--- src/rtl/adder_pkg.sv ---
// Shared types and helpers for the pipelined adder/subtractor: operation
// encoding and the stage-0 operand/carry preprocessing rules.
package adder_pkg;

  typedef enum logic [1:0] {
    ADD  = 2'b00,
    SUB  = 2'b01,
    ADDC = 2'b10,
    SUBB = 2'b11
  } add_op_t;

  // Subtraction is done as a + ~b + c0, so only B needs inverting.
  function automatic logic is_sub(input add_op_t op);
    return (op == SUB) || (op == SUBB);
  endfunction

  function automatic logic carry_in(input add_op_t op, input logic cin);
    logic c0;
    case (op)
      ADD:     c0 = 1'b0;
      SUB:     c0 = 1'b1;
      ADDC:    c0 = cin;
      SUBB:    c0 = ~cin;
      default: c0 = 1'b0;
    endcase
    return c0;
  endfunction

endpackage

--- src/rtl/adder_slice.sv ---
// Combinational SLICE-bit ripple-carry adder; one instance per pipeline stage.
module adder_slice #(
  parameter int SLICE = 16
) (
  input  logic [SLICE-1:0] a,
  input  logic [SLICE-1:0] b,
  input  logic             cin,
  output logic [SLICE-1:0] sum,
  output logic             cout
);

  logic [SLICE:0] carry;

  // NOTE: every always_comb output gets a default first so no path can infer a latch.
  always_comb begin
    carry    = '0;
    sum      = '0;
    carry[0] = cin;
    for (int i = 0; i < SLICE; i++) begin
      sum[i]       = a[i] ^ b[i] ^ carry[i];
      carry[i + 1] = (a[i] & b[i]) | (carry[i] & (a[i] ^ b[i]));
    end
    cout = carry[SLICE];
  end

endmodule

--- src/rtl/pipelined_adder.sv ---
// STAGES-deep pipelined adder/subtractor: stage k adds slice k with the carry
// registered by stage k-1; skew registers carry operands and partial sums along.
module pipelined_adder
  import adder_pkg::*;
#(
  parameter int WIDTH  = 64,
  parameter int STAGES = 4
) (
  input  logic             clk,
  input  logic             rst,
  input  logic             flush,
  input  logic             in_valid,
  output logic             in_ready,
  input  logic [WIDTH-1:0] in_a,
  input  logic [WIDTH-1:0] in_b,
  input  add_op_t          in_op,
  input  logic             in_cin,
  output logic             out_valid,
  input  logic             out_ready,
  output logic [WIDTH-1:0] out_sum,
  output logic             out_cout,
  output logic             out_ovf,
  output logic             out_zero
);

  localparam int SLICE = WIDTH / STAGES;
  localparam int LAST  = STAGES - 1;

  typedef logic [WIDTH-1:0] word_t;

  if ((WIDTH % STAGES) != 0) begin : g_bad_cfg
    $error("pipelined_adder: WIDTH must be a multiple of STAGES");
  end

  word_t             a_q   [STAGES];
  word_t             b_q   [STAGES];
  word_t             sum_q [STAGES];
  word_t             a_d   [STAGES];
  word_t             b_d   [STAGES];
  word_t             sum_d [STAGES];
  logic [STAGES-1:0] carry_q, carry_d;
  logic [STAGES-1:0] valid_q, valid_d;
  logic              zero_q, zero_d;
  logic              advance;

  assign advance  = !valid_q[LAST] || out_ready;
  assign in_ready = advance;

  for (genvar k = 0; k < STAGES; k++) begin : g_stage
    logic             c_in;
    word_t            s_in;
    word_t            s_loc;
    logic [SLICE-1:0] s_slice;

    if (k == 0) begin : g_head
      assign a_d[k]     = in_a;
      assign b_d[k]     = is_sub(in_op) ? ~in_b : in_b;
      assign c_in       = carry_in(in_op, in_cin);
      assign s_in       = '0;
      assign valid_d[k] = in_valid && advance;
    end else begin : g_body
      assign a_d[k]     = a_q[k-1];
      assign b_d[k]     = b_q[k-1];
      assign c_in       = carry_q[k-1];
      assign s_in       = sum_q[k-1];
      assign valid_d[k] = valid_q[k-1];
    end

    adder_slice #(.SLICE(SLICE)) u_slice (
      .a    (a_d[k][k*SLICE +: SLICE]),
      .b    (b_d[k][k*SLICE +: SLICE]),
      .cin  (c_in),
      .sum  (s_slice),
      .cout (carry_d[k])
    );

    always_comb begin
      s_loc                      = s_in;
      s_loc[k*SLICE +: SLICE]    = s_slice;
    end
    assign sum_d[k] = s_loc;
  end

  assign zero_d = ~|sum_d[LAST];

  // NOTE: state uses non-blocking assignments so every stage samples its predecessor's old value.
  always_ff @(posedge clk or posedge rst) begin
    if (rst) begin
      // Datapath registers are reset too, so flags never see X while idle.
      valid_q <= '0;
      carry_q <= '0;
      zero_q  <= 1'b0;
      for (int k = 0; k < STAGES; k++) begin
        a_q[k]   <= '0;
        b_q[k]   <= '0;
        sum_q[k] <= '0;
      end
    end else begin
      if (flush) begin
        valid_q <= '0;
      end else if (advance) begin
        valid_q <= valid_d;
      end
      if (advance) begin
        carry_q <= carry_d;
        zero_q  <= zero_d;
        for (int k = 0; k < STAGES; k++) begin
          a_q[k]   <= a_d[k];
          b_q[k]   <= b_d[k];
          sum_q[k] <= sum_d[k];
        end
      end
    end
  end

  assign out_valid = valid_q[LAST];
  assign out_sum   = sum_q[LAST];
  assign out_cout  = carry_q[LAST];
  assign out_zero  = zero_q;
  assign out_ovf   = (a_q[LAST][WIDTH-1] == b_q[LAST][WIDTH-1]) &&
                     (sum_q[LAST][WIDTH-1] != a_q[LAST][WIDTH-1]);

endmodule

--- config.mk ---
export PLATFORM = sky130hd
export DESIGN_NAME = pipelined_adder
export DESIGN_NICKNAME = d
export VERILOG_FILES = /design/src/rtl/adder_pkg.sv /design/src/rtl/adder_slice.sv /design/src/rtl/pipelined_adder.sv
export SDC_FILE = /design/constraint.sdc
export NUM_CORES = 1
export LEC_CHECK = 0
export CORE_ASPECT_RATIO = 1.1
export CORE_MARGIN = 8
export CORE_UTILIZATION = 47
export CTS_CLUSTER_DIAMETER = 120
export DETAILED_ROUTE_END_ITERATION = 8
export PLACE_DENSITY_LB_ADDON = 0.12
export SETUP_SLACK_MARGIN = 0.3
export SYNTH_ARGS = -nofsm -noshare
export SYNTH_HDL_FRONTEND = slang
export SYNTH_SLANG_ARGS = --single-unit
--- constraint.sdc ---
create_clock -name clk -period 14.9 [get_ports clk]
set_input_delay 2.235 -clock clk [delete_from_list [all_inputs] [get_ports clk]]
set_output_delay 2.235 -clock clk [all_outputs]
set_load 0.1 [all_outputs]
==> out/results.tsv, run 1 <==
metric	value	unit
ctsLongestPathBuffers	3	
die_area	39400	um^2
clock.fmax	106.3	MHz
cts-root-buf	clkbuf_16	
yosys_warnings	0	
path_class	input port to register	
routed_wl	33.06	mm
drcViolationCount	0	
cts_made_buffers	40	
finalSetupViolCount	0	
slew_headroom	26.34	%
stdcell_count	2282	
min_period_over_period	63.13	%
fin_worst_skew	0.01587	ns
path_cells	clkdlybuf4s50_1, nand2_1, xor2_1, fa_1, inv_1, fa_1, inv_1, fa_1, fa_1, fa_1, fa_1, fa_1, fa_1, fa_1, fa_1, fa_1, fa_1, fa_1, fa_1, fa_1, inv_1, fa_1, nand2_1, nand2_1	
port_buffers	204	
worst_pin_slew	1.101	ns
wire_per_inst	14.49	um
ys_types	19	
grt-ovfl-total	0	
die_w	190.0	um
grt_pass1_vias	11010	
hp-class	register to register	
drtPass1Iterations	4	
synthMuxAreaShare	0	%
end_kind	register	
cts_resized	0	
antenna_found_initial	2	
leakagePower	9.136	nW
cts_hold_buf	0	
coreArea	33020	um^2
via_per_inst	4.676	
drv_cap	0	
final_common_cell	nand2_1	
synth_xor_area_share	3.638	%
netlist_instances	1650	
yosys.area_share.simple	23.06	%
dp_hpwl	21.88	mm
clkTransAtPathRegs	0.06	ns
synth-seq-cells	363	
crit_top_cell	fa_1	
critical_path_arrival	9.81	ns
ctsHtreeMaxLevel	2	
num_io_pins	205	
nFillCells	3019	
die_h	207.4	um
place_congestion	0.8124	
rrSetupSlack	7.74	ns
start_kind	input port	
clk_latency	0.52	ns
vias	10670	
fin_crit	9.407	ns
outcome	complete, no violations	
layout_common_cells	nand2_1 (895), dfrtp_1 (363), clkdlybuf4s50_1 (203)	
grt_max_degree	170	
crit_path_max_fanout	1	
postCtsSetupRepairBufs	0	
cp_slowest_stage_delay	0.46	ns
slowest_stage	clkdlybuf4s50_1	
hold_viol	0	
cts_tree	done	
drive_gt1_share	4.221	%
start_util	47.39	%
cts_sinks	363	
ir_drop	0.09134	mV
power.density	169.0	nW/um^2
required	15.30	ns
tns	0	ns
synth_top_family_by_area	simple AND/OR/NAND/NOR gates	
grt_first_pass_wirelength	55.73	mm
r2r_cells	22	
grt_usage	17.11	%
worstHoldPathCells	2	
synth_fa_ha_area_share	8.187	%
area_delta_synth_final	22.20	%
rows	70	
netlist_area	15650	um^2
synth_nets	1850	
avgSynthCellArea	9.484	um^2
maxSlewViolCount	0	
yosysSeqAreaShare	58.05	%
ant_nets	0	
rsz0062_at_grt	no	
dp.cells	2208	
synth_compound_area_share	2.870	%
drt-initial-drc-count	841	
nNetsFinal	2018	
## final timing paths
kind,start,endpoint
min in group asynchronous,rst,out_sum[26]
worst min-delay path,out_sum[25],out_sum[25]
max in group asynchronous,rst,a_d[108]
worst min register to register,out_sum[25],out_sum[25]
worst max register to register,a_d[48],out_zero
worst max-delay path,in_cin,g_stage[1].s_in[15]
## sequential cells by signal, summed over array words and instances, names as in the netlist
register	cells
g_stage.s_in	96
out_sum	64
valid_q	4
a_d	96
a_q	1
out_zero	1
b_q	1
b_d	96
carry_q	4
## layer usage
layer	share of wire, %	track usage (%)	up-vias
met5	0	0	-
met4	2.3	4.829	0
met3	4.6	3.562	55
met2	48	27.22	179
met1	46	23.45	5065
li1	-	-	5371
## power by group
| part | leakage (nW) | switching (mW) | total [mW] | internal [mW] |
|---|---|---|---|---|
| sequential | 4.25 | 0.131 | 1.32 | 1.18 |
| clock | 0.643 | 0.383 | 0.949 | 0.566 |
| combinational | 4.24 | 0.702 | 0.967 | 0.265 |
## synth_stat cells
cell type	number	share of area (%)
a21oi_1	26	0.83
a22o_1	1	0.056
buf_2	49	1.6
buf_4	27	1.3
buf_6	2	0.14
clkbuf_1	9	0.22
dfrtp_1	363	58
fa_1	64	8.2
inv_1	39	0.94
inv_4	1	0.040
nand2_1	895	21
nand4_1	3	0.12
nor2_1	26	0.62
nor2b_4	1	0.088
nor4_1	15	0.60
nor4_2	2	0.16
o21ai_0	62	2.0
xnor2_1	60	3.4
xor2_1	5	0.28
## stage by stage
step / utilization (%) / setup WS (ns) / hold slack (ns) / power [mW] / instance area, um^2
global route: 57.91 / 5.132 / 0.4794 / 3.404 / 19120
global placement: 53.97 / 4.958 / 0.4487 / 2.299 / 17820
detailed placement: 53.97 / 4.872 / 0.4549 / 2.315 / 17820
CTS: 57.90 / 5.411 / 0.4662 / 3.276 / 19120
floorplan: - / 2.590 / 0.4386 / 2.021 / 15650
finish: 57.91 / 5.493 / 0.4595 / 3.232 / 19120
## logic make-up after synthesis
kind of cell / after synthesis
xor gates and xnor gates: 65
AOI/OAI and AO/OA: 89
and+or+nand+nor: 942
DFF: 363
buffers and inverters: 127
adders and majority gates: 64
## final cells by class
type / instances / area (um^2) / share of cell area (%)
Antenna cell: 2 / 5.005 / 0.02617
Tap cell: 432 / 540.5 / 2.827
Multi-Input combinational cell: 1160 / 5908 / 30.90
Sequential cell: 363 / 9084 / 47.50
Inverter: 40 / 170.2 / 0.8899
Timing Repair Buffer: 213 / 2120 / 11.08
Clock buffer: 61 / 1222 / 6.393
Clock inverter: 11 / 72.57 / 0.3795
## worst max-delay path, delay by kind of cell
kind / cells / cell delay [ns]
xor+xnor: 1 / 0.15
fa+ha+maj: 16 / 6.54
buf+inv: 4 / 0.69
simple gates: 3 / 0.18
Power figures use the tool's default switching activity.
==> inputs of run 2 (changes only) <==
Clock period 14.9 ns to 7.8 ns, I/O delays scaled along.
==> run 2 against run 1 <==
Via count is 0.65% lower; power is 89% higher; worst hold slack got worse by 0.0034 ns; critical path depth is 1 lower; core utilization down 0.061 points; wire length fell by 0.25%; final area decreased by 0.10%; non-clock buffer count unchanged; global-route usage down 0.22 points; register-to-register slack worse by 7.1 ns; final cell count decreased by 0.53%; largest cell class unchanged.
==> out/results.tsv, run 2 (same netlist as run 1, synthesis figures left out) <==
metric	value	unit	change
finalSetupViolCount	0		unchanged
hold_viol	0		unchanged
worstSetupStartpoint	in_b[0]		
leakagePower	9.085	nW	-0.56%
via_per_inst	4.670		-0.12%
cts_tree	done		
cp_slowest_stage_delay	0.40	ns	-0.06 ns
power.density	319.0	nW/um^2	+89%
stdcell_count	2270		-0.53%
min_period_over_period	93.50	%	
fin_crit	7.293	ns	
routed_wl	32.98	mm	-0.25%
final_common_cell	nand2_1		
ant_nets	0		unchanged
cts-root-buf	clkbuf_16		
grt_busiest_layer	met2		
tns	0	ns	unchanged
rr_startpoint	a_d[48]		
nFillCells	3006		-0.43%
crit_path_max_fanout	1		unchanged
ctsLongestPathBuffers	3		unchanged
utilization	57.85	%	-0.061 points
place_congestion	0.7846		-3.4%
antenna_found_initial	1		-1
vias	10600		-0.65%
wire_per_inst	14.53	um	+0.27%
fin_worst_skew	0.01958	ns	+0.003703 ns
finalWorstSetupSlack	0.5068	ns	-4.987 ns
die_h	207.4	um	unchanged
coreArea	33020	um^2	unchanged
rrSetupSlack	0.69	ns	-7.05 ns
port_buffers	204		unchanged
outcome	complete, no violations		
crit_top_cell	fa_2		
die_w	190.0	um	unchanged
num_io_pins	205		unchanged
worst_pin_slew	1.113	ns	+0.01155 ns
clk_latency	0.52	ns	about the same
cts_made_buffers	38		-5.0%
hp-class	register to register		
dp_worst_setup_slack	-0.4578	ns	-5.330 ns
required	8.19	ns	-7.11 ns
ir_drop	0.1464	mV	+60%
path_class	input port to register		
layout_common_cells	nand2_1 (894), dfrtp_1 (363), clkdlybuf4s50_1 (199)		
grt_first_pass_wirelength	55.00	mm	-1.3%
start_util	47.39	%	unchanged
ctsHtreeMaxLevel	2		unchanged
drive_gt1_share	5.063	%	+0.84 points
drt-initial-drc-count	775		-7.8%
slowest_stage	fa_2		
drv_cap	0		unchanged
drcViolationCount	0		unchanged
grt.met1_usage	23.23	%	-0.22 points
area_delta_synth_final	22.07	%	
hold-worst-slack	0.4561	ns	-0.003395 ns
rows	70		unchanged
dp.cells	2208		unchanged
grt_max_degree	201		+18%
slew_headroom	25.11	%	-1.2 points
grt-ovfl-total	0		unchanged
dp_hpwl	22.05	mm	+0.80%
placed_cell_area	17870	um^2	+0.29%
min_from	b_d[176]		
p_total	6.094	mW	+89%
drtPass1Iterations	4		unchanged
grt_usage	16.89	%	-0.22 points
die_area	39400	um^2	unchanged
clock.fmax	137.1	MHz	
met2_usage	26.85	%	-0.37 points
start_kind	input port		
stdcell_area	19100	um^2	-0.10%
path_cells	clkdlybuf4s15_2, xnor2_2, fa_2, inv_2, fa_2, inv_2, fa_2, fa_2, fa_2, fa_2, fa_2, fa_2, fa_2, fa_2, fa_2, fa_2, fa_2, fa_2, fa_2, inv_2, fa_1, nand2_1, nand2_1		
rsz0062_at_grt	no		
cts_hold_buf	0		unchanged
critical_path_arrival	7.68	ns	-2.13 ns
grt_pass1_vias	10860		-1.3%
cts_sinks	363		unchanged
end_kind	register		
clkTransAtPathRegs	0.06	ns	about the same
nNetsFinal	2016		-0.099%
maxSlewViolCount	0		unchanged
postCtsSetupRepairBufs	0		unchanged
grtUsageMet3	3.041	%	-0.52 points
==> run 2: cell types whose count changed in the layout (fill, tap and decap cells not counted), sizes merged <==
cell	change
inv	+1
diode	-1
bufinv	+2
clkdlybuf4s50	-4
clkinv	-6
dlygate4sd2	+1
buf	+2
clkbuf	-8
clkdlybuf4s15	+1
==> run 2: final cells by class <==
| type | count | area, um^2 | share of cell area (%) |
|---|---|---|---|
| Sequential cell | 363 | 9084 | 47.55 |
| Multi-Input combinational cell | 1160 | 5968 | 31.24 |
| Timing Repair Buffer | 213 | 2155 | 11.28 |
| Clock buffer | 53 | 1077 | 5.640 |
| Tap cell | 432 | 540.5 | 2.830 |
| Inverter | 40 | 166.4 | 0.8712 |
| Clock inverter | 8 | 108.9 | 0.5699 |
| Antenna cell | 1 | 2.502 | 0.01310 |
==> run 2: per-layer routing <==
metal / vias up / wire, um
li1: 5361 / -
met1: 5020 / 15170
met2: 176 / 15560
met3: 44 / 1438
met4: 0 / 808
met5: - / 0
==> run 2: path summary, 6_finish.rpt <==
check	endpoint	depth (start not counted)
setup / recovery	g_stage[1].s_in[15]	23
hold / removal	b_d[112]	2
setup reg to reg	out_zero	22
hold reg to reg	b_d[112]	2
max in group asynchronous	g_stage[1].s_in[1]	3
min in group asynchronous	out_sum[24]	2
==> run 2: power by group <==
group | leakage [nW] | total [mW] | switching, mW | internal, mW
combinational | 4.25 | 1.86 | 1.34 | 0.513
clock | 0.584 | 1.73 | 0.703 | 1.03
sequential | 4.25 | 2.51 | 0.248 | 2.26
==> run 2: what timing repair did <==
action                                  in CTS  in global routing
resized for setup                           26                  0
endpoints found under the setup margin       2                  2
gates cloned                                 0                  0
pin swaps                                   20                 13
==> run 2: worst max-delay path, delay by kind of cell <==
| kind | cells | cell delay, ns |
|---|---|---|
| simple gates | 2 | 0.13 |
| xor+xnor | 1 | 0.14 |
| buf+inv | 4 | 0.37 |
| fa+ha+maj | 16 | 5.84 |
==> edit, RTL diff (config.mk and constraints of run 2) <==
Change the parameter `WIDTH` from 64 to 128.
--- a/src/rtl/pipelined_adder.sv
+++ b/src/rtl/pipelined_adder.sv
@@ -4,5 +4,5 @@
   import adder_pkg::*;
 #(
-  parameter int WIDTH  = 64,
+  parameter int WIDTH  = 128,
   parameter int STAGES = 4
 ) (
Interface: changed (resized in_a, in_b and out_sum); port bits go from 205 to 397. The function was not compared with the original's and may differ.
==> edit against run 2 <==
  * The run now ends with negative setup slack left
  * Critical path type unchanged
  * Fmax fell by 45%
  * Area after synthesis rose by 97%
  * Non-clock buffer count rose by 225
  * Highest routed layer is now met5
  * Global-route usage rose by 3.4 points
  * Count of clock-buffer cells in the layout rose by 63
  * Combinational power rose by 110%
  * Synthesized cell count rose by 97%
  * Cell area rose by 100%
  * Wire length rose by 130%
  * Sequential cell count rose by 352
  * Sequential share of layout area fell by 0.64 points
  * Worst setup slack got worse by 6000 ps
  * Power rose by 100%
  * Critical endpoint is now g_stage[1].s_in[31]
==> edit: results <==
[status]
status = "finished, violations left"
violations = "negative setup slack"

[yosys]
synth_cell_types = 20
synthCells = 3248
ys_top_cells_by_count = "nand2_1 (1791), dfrtp_1 (715), fa_1 (128), xnor2_1 (124), o21ai_0 (115)"
ys_top_cells_by_area = "dfrtp_1 (58%), nand2_1 (22%), fa_1 (8.3%), xnor2_1 (3.5%), o21ai_0 (1.9%)"
synth-seq-area-share = 0.579

[power_and_ir_drop]
vdd_drop_max_v = 0.000314
power.density_mw_per_mm2 = 324
leakage_nw = 17.9

[global_routing]
grt_pass1_vias = 22700
grt_pass1_wl_um = 121000
antenna_found_initial = 7
grt_use_total = 0.203

[placement]
dp_cells = 4359
place_congestion = 0.820
numPortBuffers = 396
post-dp-hpwl_um = 52100

[sta]
setup_viol = 56
setup_ws_ps = -5510
tightest_slew_ps = 1170
hold_ws_ps = 463
clock_skew_ps = 18.9
setup_tns_ps = -142640

[clock_network]
cts_buffers = 75
htreeDepth = 3
insertion_delay_ps = 600

[final_layout]
final_cells = 4503
drive_above_1_share = 0.0962
layout.nets = 3981

[floorplanning]
start_util = 0.476

[route]
first_iter_violations = 1339
first_pass_iters = 5
wl_um = 74300

[worst_setup_path]
cpPeakStageDelay_ps = 460
reg2reg_setup_slack_ps = -4300
critPathMaxFanout = 3
crit_arrival_ps = 13790
edit: changes by cell type after synthesis, sizes merged, moves of 11 or more:
| cell | before | now |
|---|---|---|
| a21oi | 26 | 44 |
| buf | 78 | 154 |
| clkbuf | 9 | 20 |
| dfrtp | 363 | 715 |
| fa | 64 | 128 |
| inv | 40 | 64 |
| nand2 | 895 | 1791 |
| nor2 | 26 | 45 |
| nor4 | 17 | 31 |
| o21ai | 62 | 115 |
| xnor2 | 60 | 124 |
edit: timing repair:
action                                  4_1_cts  5_1_grt
buffers inserted                              1        2
hold buffers                                  0        0
endpoints found under the setup margin       62       64
gates resized for setup                      34       34
pin swaps                                    38       16
edit: cells by family after synthesis:
family	share of synthesized area
buffers and inverters	0.0427
AND/OR/NAND/NOR	0.232
adder cells (fa/ha/maj)	0.0829
XOR/XNOR	0.0366
AO/OA/AOI/OAI	0.0268
flip-flops	0.579
edit: worst paths after layout:
kind                              from                  end  cells past startpoint
max                           in_op[0]  g_stage[1].s_in[31]                     39
max reg2reg                    a_d[96]             out_zero                     44
max in group asynchronous          rst  g_stage[3].s_in[86]                      4
min                        out_sum[84]          out_sum[84]                      2
min in group asynchronous          rst          out_sum[54]                      2
min reg2reg                out_sum[84]          out_sum[84]                      2
edit: stage by stage:
step	total power [W]	util	instance area, um2	setup WS (ps)
global placement	0.00889	0.547	35500	-6480
global route	0.0130	0.587	38100	-5900
floorplan	0.00769	-	31200	-5880
CTS	0.0125	0.585	38000	-5560
detailed placement	0.00896	0.547	35500	-6570
finish	0.0124	0.587	38100	-5510
edit: area by class of cell:
cell class                 count  area (um2)
sequential                   715       17900
inverter                      64         251
tap                          850        1060
clock buffer                 116        2260
fill                        5696       26900
antenna                        5        12.5
multi-input combinational   2295       12100
timing repair buffer         438        4350
clock inverter                20         164
edit: worst min-delay path, cell delays in order, from the launching register on:
cell and delay, ps:
dfrtp_1 340, nand2_1 50, nand2_1 50
edit: metal layers:
metal | up-vias | GRT usage | part of all wire
met5 | - | 0 | 0.00054
met2 | 453 | 0.330 | 0.48
met1 | 10500 | 0.264 | 0.43
li1 | 10600 | - | -
met3 | 115 | 0.0451 | 0.056
met4 | 6 | 0.0748 | 0.033
edit: power by group through the flow:
stage | Clock (W) | Sequential [W] | Combinational [W]
floorplan | 0 | 0.00669 | 0.00100
global placement | 0 | 0.00506 | 0.00383
detailed placement | 0 | 0.00509 | 0.00388
CTS | 0.00358 | 0.00503 | 0.00390
global route | 0.00373 | 0.00513 | 0.00414
finish | 0.00347 | 0.00502 | 0.00387
